<file path="src/rtl/gpio_in_filter.sv">
// GPIO input conditioning: CDC sync, per-bit debounce, edge pulses, sticky maskable irq.
// Latency: pin to gpio_r / edge pulse is CDC+cfg_len+1 cycles; no backpressure, outputs always valid.
module gpio_in_filter #(
  parameter int GW  = 32,
  parameter int CDC = 2,
  parameter int CW  = 16
) (
  input  logic          clk,
  input  logic          rst,
  input  logic [GW-1:0] gpio_i,
  input  logic [CW-1:0] cfg_len,
  input  logic [GW-1:0] irq_ena_rise,
  input  logic [GW-1:0] irq_ena_fall,
  input  logic [GW-1:0] irq_clr,
  output logic [GW-1:0] gpio_r,
  output logic [GW-1:0] gpio_rise,
  output logic [GW-1:0] gpio_fall,
  output logic [GW-1:0] irq_pnd,
  output logic          irq
);

  logic [GW-1:0] r_sync [CDC];
  logic [CW-1:0] r_cnt  [GW];
  logic [GW-1:0] r_lvl;
  logic [GW-1:0] r_rise;
  logic [GW-1:0] r_fall;
  logic [GW-1:0] r_pnd;
  logic          r_irq;

  logic [GW-1:0] w_sync;
  logic [GW-1:0] w_diff;
  logic [GW-1:0] w_acc;
  logic [GW-1:0] w_set;
  logic [GW-1:0] w_pnd_nxt;

  assign w_sync = r_sync[CDC-1];
  assign w_diff = w_sync ^ r_lvl;

  // >= lets a lowered window take effect on the very next mismatching cycle
  always_comb begin
    w_acc = '0;
    for (int i = 0; i < GW; i++) begin
      w_acc[i] = w_diff[i] && (r_cnt[i] >= cfg_len);
    end
  end

  assign w_set     = (r_rise & irq_ena_rise) | (r_fall & irq_ena_fall);
  assign w_pnd_nxt = w_set | (r_pnd & ~irq_clr);

  always_ff @(posedge clk) begin
    if (!rst) begin
      for (int k = 0; k < CDC; k++) begin
        r_sync[k] <= '0;
      end
      for (int i = 0; i < GW; i++) begin
        r_cnt[i] <= '0;
      end
      r_lvl  <= '0;
      r_rise <= '0;
      r_fall <= '0;
      r_pnd  <= '0;
      r_irq  <= 1'b0;
    end else begin
      r_sync[0] <= gpio_i;
      for (int k = 1; k < CDC; k++) begin
        r_sync[k] <= r_sync[k-1];
      end
      for (int i = 0; i < GW; i++) begin
        if (!w_diff[i] || w_acc[i]) begin
          r_cnt[i] <= '0;
        end else begin
          r_cnt[i] <= r_cnt[i] + CW'(1);
        end
      end
      r_lvl  <= r_lvl ^ w_acc;
      r_rise <= w_acc & w_sync;
      r_fall <= w_acc & ~w_sync;
      r_pnd  <= w_pnd_nxt;
      r_irq  <= |w_pnd_nxt;
    end
  end

  assign gpio_r    = r_lvl;
  assign gpio_rise = r_rise;
  assign gpio_fall = r_fall;
  assign irq_pnd   = r_pnd;
  assign irq       = r_irq;

endmodule
</file>
<file path="config.mk">
export PLATFORM = sky130hd
export DESIGN_NAME = gpio_in_filter
export DESIGN_NICKNAME = d
export VERILOG_FILES = /design/src/rtl/gpio_in_filter.sv
export SDC_FILE = /design/constraint.sdc
export NUM_CORES = 2
export LEC_CHECK = 0
export BUFFER_PORTS_ARGS = -buffer_cell sky130_fd_sc_hd__buf_2
export CELL_PAD_IN_SITES_DETAIL_PLACEMENT = 0
export CELL_PAD_IN_SITES_GLOBAL_PLACEMENT = 1
export CORE_MARGIN = 1
export CORE_UTILIZATION = 30
export CTS_CLUSTER_DIAMETER = 100
export DETAILED_ROUTE_END_ITERATION = 8
export GPL_ROUTABILITY_DRIVEN = 0
export GPL_TIMING_DRIVEN = 0
export PLACE_DENSITY = 0.64
export SLEW_MARGIN = 20
export SYNTH_ARGS = -nofsm -noshare
export SYNTH_HDL_FRONTEND = slang
export SYNTH_SLANG_ARGS = --single-unit
</file>
<file path="constraint.sdc">
create_clock -name clk -period 6.7 [get_ports clk]
set_input_delay 1.34 -clock clk [delete_from_list [all_inputs] [get_ports clk]]
set_output_delay 1.34 -clock clk [all_outputs]
set_load 0.05 [all_outputs]
</file>
* After elaboration in Yosys (flattened, before gate mapping)
Memories as Yosys holds them, arrays and structs flattened. Cells that the tools add are included. Widths: inputs -> output; s select.
Storage, ports and cells: bits in registers 129, bits in writable memories 576, input bits 146, output and inout bits 129, logic and storage cells 505, memories 2
Operators by class: add/subtract/negate cells 32, $lt $le $gt $ge 32, multiplexer cells 260, bitwise logic cells 77, reduce and logical (&&, ||, !) cells 97
Memories:
- r_cnt | words 32, bits a word 16, read ports 32, clocked after memory_dff 0, wr ports 32, line 23 | logic [CW-1:0] r_cnt [GW];
- r_sync | words 2, bits a word 32, read ports 2, clocked after memory_dff 0, wr ports 2, line 22 | logic [GW-1:0] r_sync [CDC];
Operators by type and width (number):
- $mux 16 | 64
- $add 16x1->16 const B | 32
- $ge 16x16->1 | 32
- $mux 1 | 194
- $and 32x32->32 | 5
- $or 1x1->1 | 66
- $mux 32 | 2
- $not 32->32 | 2
- $or 32x32->32 | 2
- $xor 32x32->32 | 2
- $logic_and 1x1->1 | 32
- $logic_not 1->1 | 32
- $logic_or 1x1->1 | 32
- $reduce_or 32->1 | 1

* Logic depth before layout (Yosys ltp)
depth in word-level cells 8, mapped depth 9, depth with buffers taken out 7

* Worst setup path before layout
Ideal clock, no wire load.
path type input-to-reg, from input cfg_len[14], to memory r_cnt[7][7] (netlist: r_cnt[0][119]), data pin, library setup time 257 ps, arrival time 3538 ps, required time 6443 ps, setup slack 2905 ps, stages on the path 8, buffers on the path 1, path through inv_1 ha_1 nand4_1 or4_1 o32a_1 nand3_2 buf_2 nor2_1
RTL lines:
- from (decl) | line 11 | input logic [CW-1:0] cfg_len,
- to (decl) | line 23

==> qor.yml <==
power_density_nw_per_um2: 206
grt_pass1_vias: 32475
rsz0062_at_grt: "false"
synth-async-reset-ratio_pct: 0
cts.path.max_buffers: 3
netlist_instances: 4308
yosysWarnings: 0
hp-class: "reg2reg"
chipHeight_microns: 390
required_ns: 7.30
relSlewSlack_pct: 14.5
via_per_inst: 4.68
cts_max_level: 3
top_level_ports: 275
final_nets: 5899
rrSetupSlack_ns: 3.07
grt_pass1_wl_microns: 201000
finalHoldViolations: 0
synth.avg_cell_area_sq_um: 10.5
drive_gt1_share_pct: 13.6
clkSinkCount: 705
dieArea_sq_um: 152000
critPathLaunchType: "input port"
grt_max_degree: 25
critical_path_class: "in2reg"
setup_viol: 0
vias: 34167
vdd_drop_max_v: 0.000165
grt-ovfl-total: 0
core-area_sq_um: 150000
ctsResizeCount: 0
yosys-top-cells-area: "edfxtp_1, ha_1, dfxtp_1"
routed_wl_microns: 135000
start_util_pct: 30.2
grt_util_all_layers_pct: 17.7
placed_cells: 7135
yosysSeqAreaShare_pct: 42.6
synth_cell_types: 55
ys.flop_type: "edfxtp_1"
final_max_slew_viol_count: 0
cts_tree: "done"
fin_worst_skew_ns: 0.0251
power.leakage_nw: 22.1
fp.dieW_microns: 390
drt_first_pass_iters: 5
detail-route-antenna-nets: 0
status: "complete, no violations"
finalNonFillerCells: 7305
synth-seq-cells: 705
fmax_mhz: 236
cap_violations: 0
worstMarginPinSlew_ns: 1.28
wl_per_cell_microns: 18.5
clkLatencyLatePin_ns: 0.69
rows: 142
syn_to_final_growth_pct: 20.7
syn_area_sq_um: 45200
cts_buffers: 88
endpoint_kind: "register"
hpwl_microns: 96800
post_cts_buffers: 0
fin_setup_tns_ns: 0
synth_edf_count: 512
yosysTopAreaCell: "edfxtp_1"
dr.first_iter.drc_count: 2206
finalCriticalPeriod_ns: 4.25
clk_pin_slew_worst_paths_ns: 0.06
yosysTopAreaCellShare_pct: 34.0
cts_root_buf: "clkbuf_16"
grt_antenna_before_repair: 23
cp_max_fo: 10
numPortBuffers: 274
ctsHoldBuffers: 0
remaining_drc_errors: 0
cp.arrival_ns: 4.85
post-route-period-util_pct: 63.4
-- layout make-up --
class / count / area [sq um]
timing repair buffer: 300 / 1890
antenna: 6 / 15.0
multi-input combinational: 3848 / 26600
buffer: 96 / 609
inverter: 170 / 676
fill: 15276 / 95000
sequential: 705 / 19200
clock inverter: 28 / 235
clock buffer: 136 / 2720
tap: 2016 / 2520
-- sequential cells by signal, summed over array words and instances (netlist names), named ones only --
name       cells
r_cnt        512
r_sync        64
irq            1
irq_pnd       32
gpio_rise     32
gpio_fall     32
-- worst max-delay path, stage by stage --
cell	delay, ns
buf_2	0.12
buf_2	0.43
buf_1	0.86
clkbuf_1	0.81
clkbuf_1	0.92
nand4_1	0.17
o21ai_1	0.13
-- power by group --
part           internal [mW]  switching, mW
combinational          0.493          0.808
sequential              4.85          0.189
clock                   2.91           1.96
-- per-layer routing --
metal | up-vias | wire [microns] | global-route usage (%)
met5 | - | 31 | 1.63
met4 | 4 | 3450 | 4.68
met3 | 184 | 9290 | 3.89
met2 | 778 | 57500 | 26.8
met1 | 16279 | 64700 | 25.0
li1 | 16922 | - | -
-- cells in the final DEF, fill, tap and decap left out, drive strengths merged, types with 17 or more instances in the layout --
cell,synthesis,routed
inv,170,173
xor2,252,252
edfxtp,512,512
nand2,301,301
nor3,47,47
o21a,55,55
nand2b,33,33
a21oi,161,161
ha,544,544
and3,142,142
a22oi,32,32
nand3,216,216
buf,49,349
nand4,169,169
and2,116,116
or4,17,17
clkbuf,47,183
o21ai,106,106
nor2b,52,52
and4,33,33
dfxtp,193,193
clkinv,0,20
a2111oi,29,29
nor2,629,629
mux2i,25,25
conb,1,512
xnor2,202,202
nor4,17,17
-- per-stage QoR --
stage                     total power, mW  util (%)  area [sq um]  setup slack [ns]  hold WS (ns)
final                                11.2      36.5         54600              2.45         0.429
after global routing                 11.7      36.5         54500              2.45         0.437
after CTS                            11.4      36.5         54500              2.54         0.432
after detailed placement             6.43      34.5         51600              1.80         0.417
after global placement               6.36      34.1         51000             0.490         0.415
after floorplan                      5.93         -         47100              2.91         0.412
-- final timing paths --
kind | startpoint | endpoint | depth (start not counted)
max | rst | register | 7
min | r_sync[0][9]$_SDFF_PN0_ | r_sync[0][41]$_SDFF_PN0_ | 1
max reg2reg | gpio_rise[31]$_SDFF_PN0_ | irq$_SDFF_PN0_ | 5
min reg2reg | r_sync[0][9]$_SDFF_PN0_ | r_sync[0][41]$_SDFF_PN0_ | 1
-- kinds of logic (layout without fill, tap and decap cells) --
group,after synthesis,count (layout),share of synthesized area [%]
and+or+nand+nor,1860,1860,23.3
DFF,705,705,42.6
adders and majority gates,544,544,15.1
xor gates and xnor gates,454,454,8.80
AOI/OAI and AO/OA,453,453,6.98
buffers and inverters,266,730,2.72
muxes,25,25,0.554
other,1,518,0.00830
-- synthesized netlist by cell type (25+ instances only) --
master      n
clkbuf_1   47
nand4_1   163
and2_1    114
nand2_1   301
mux2i_1    25
a21oi_1   161
o21a_1     55
xnor2_1   202
ha_1      544
and4_1     33
and3_1    142
buf_2      26
nor2b_1    52
nor2_2     32
edfxtp_1  512
a22oi_1    32
inv_1     170
nor3_1     47
o21ai_0    97
nor2_4    128
xor2_1    252
nand3_1   209
dfxtp_1   193
nor2_1    469
Note: power is estimated with default switching activity, not from simulation.
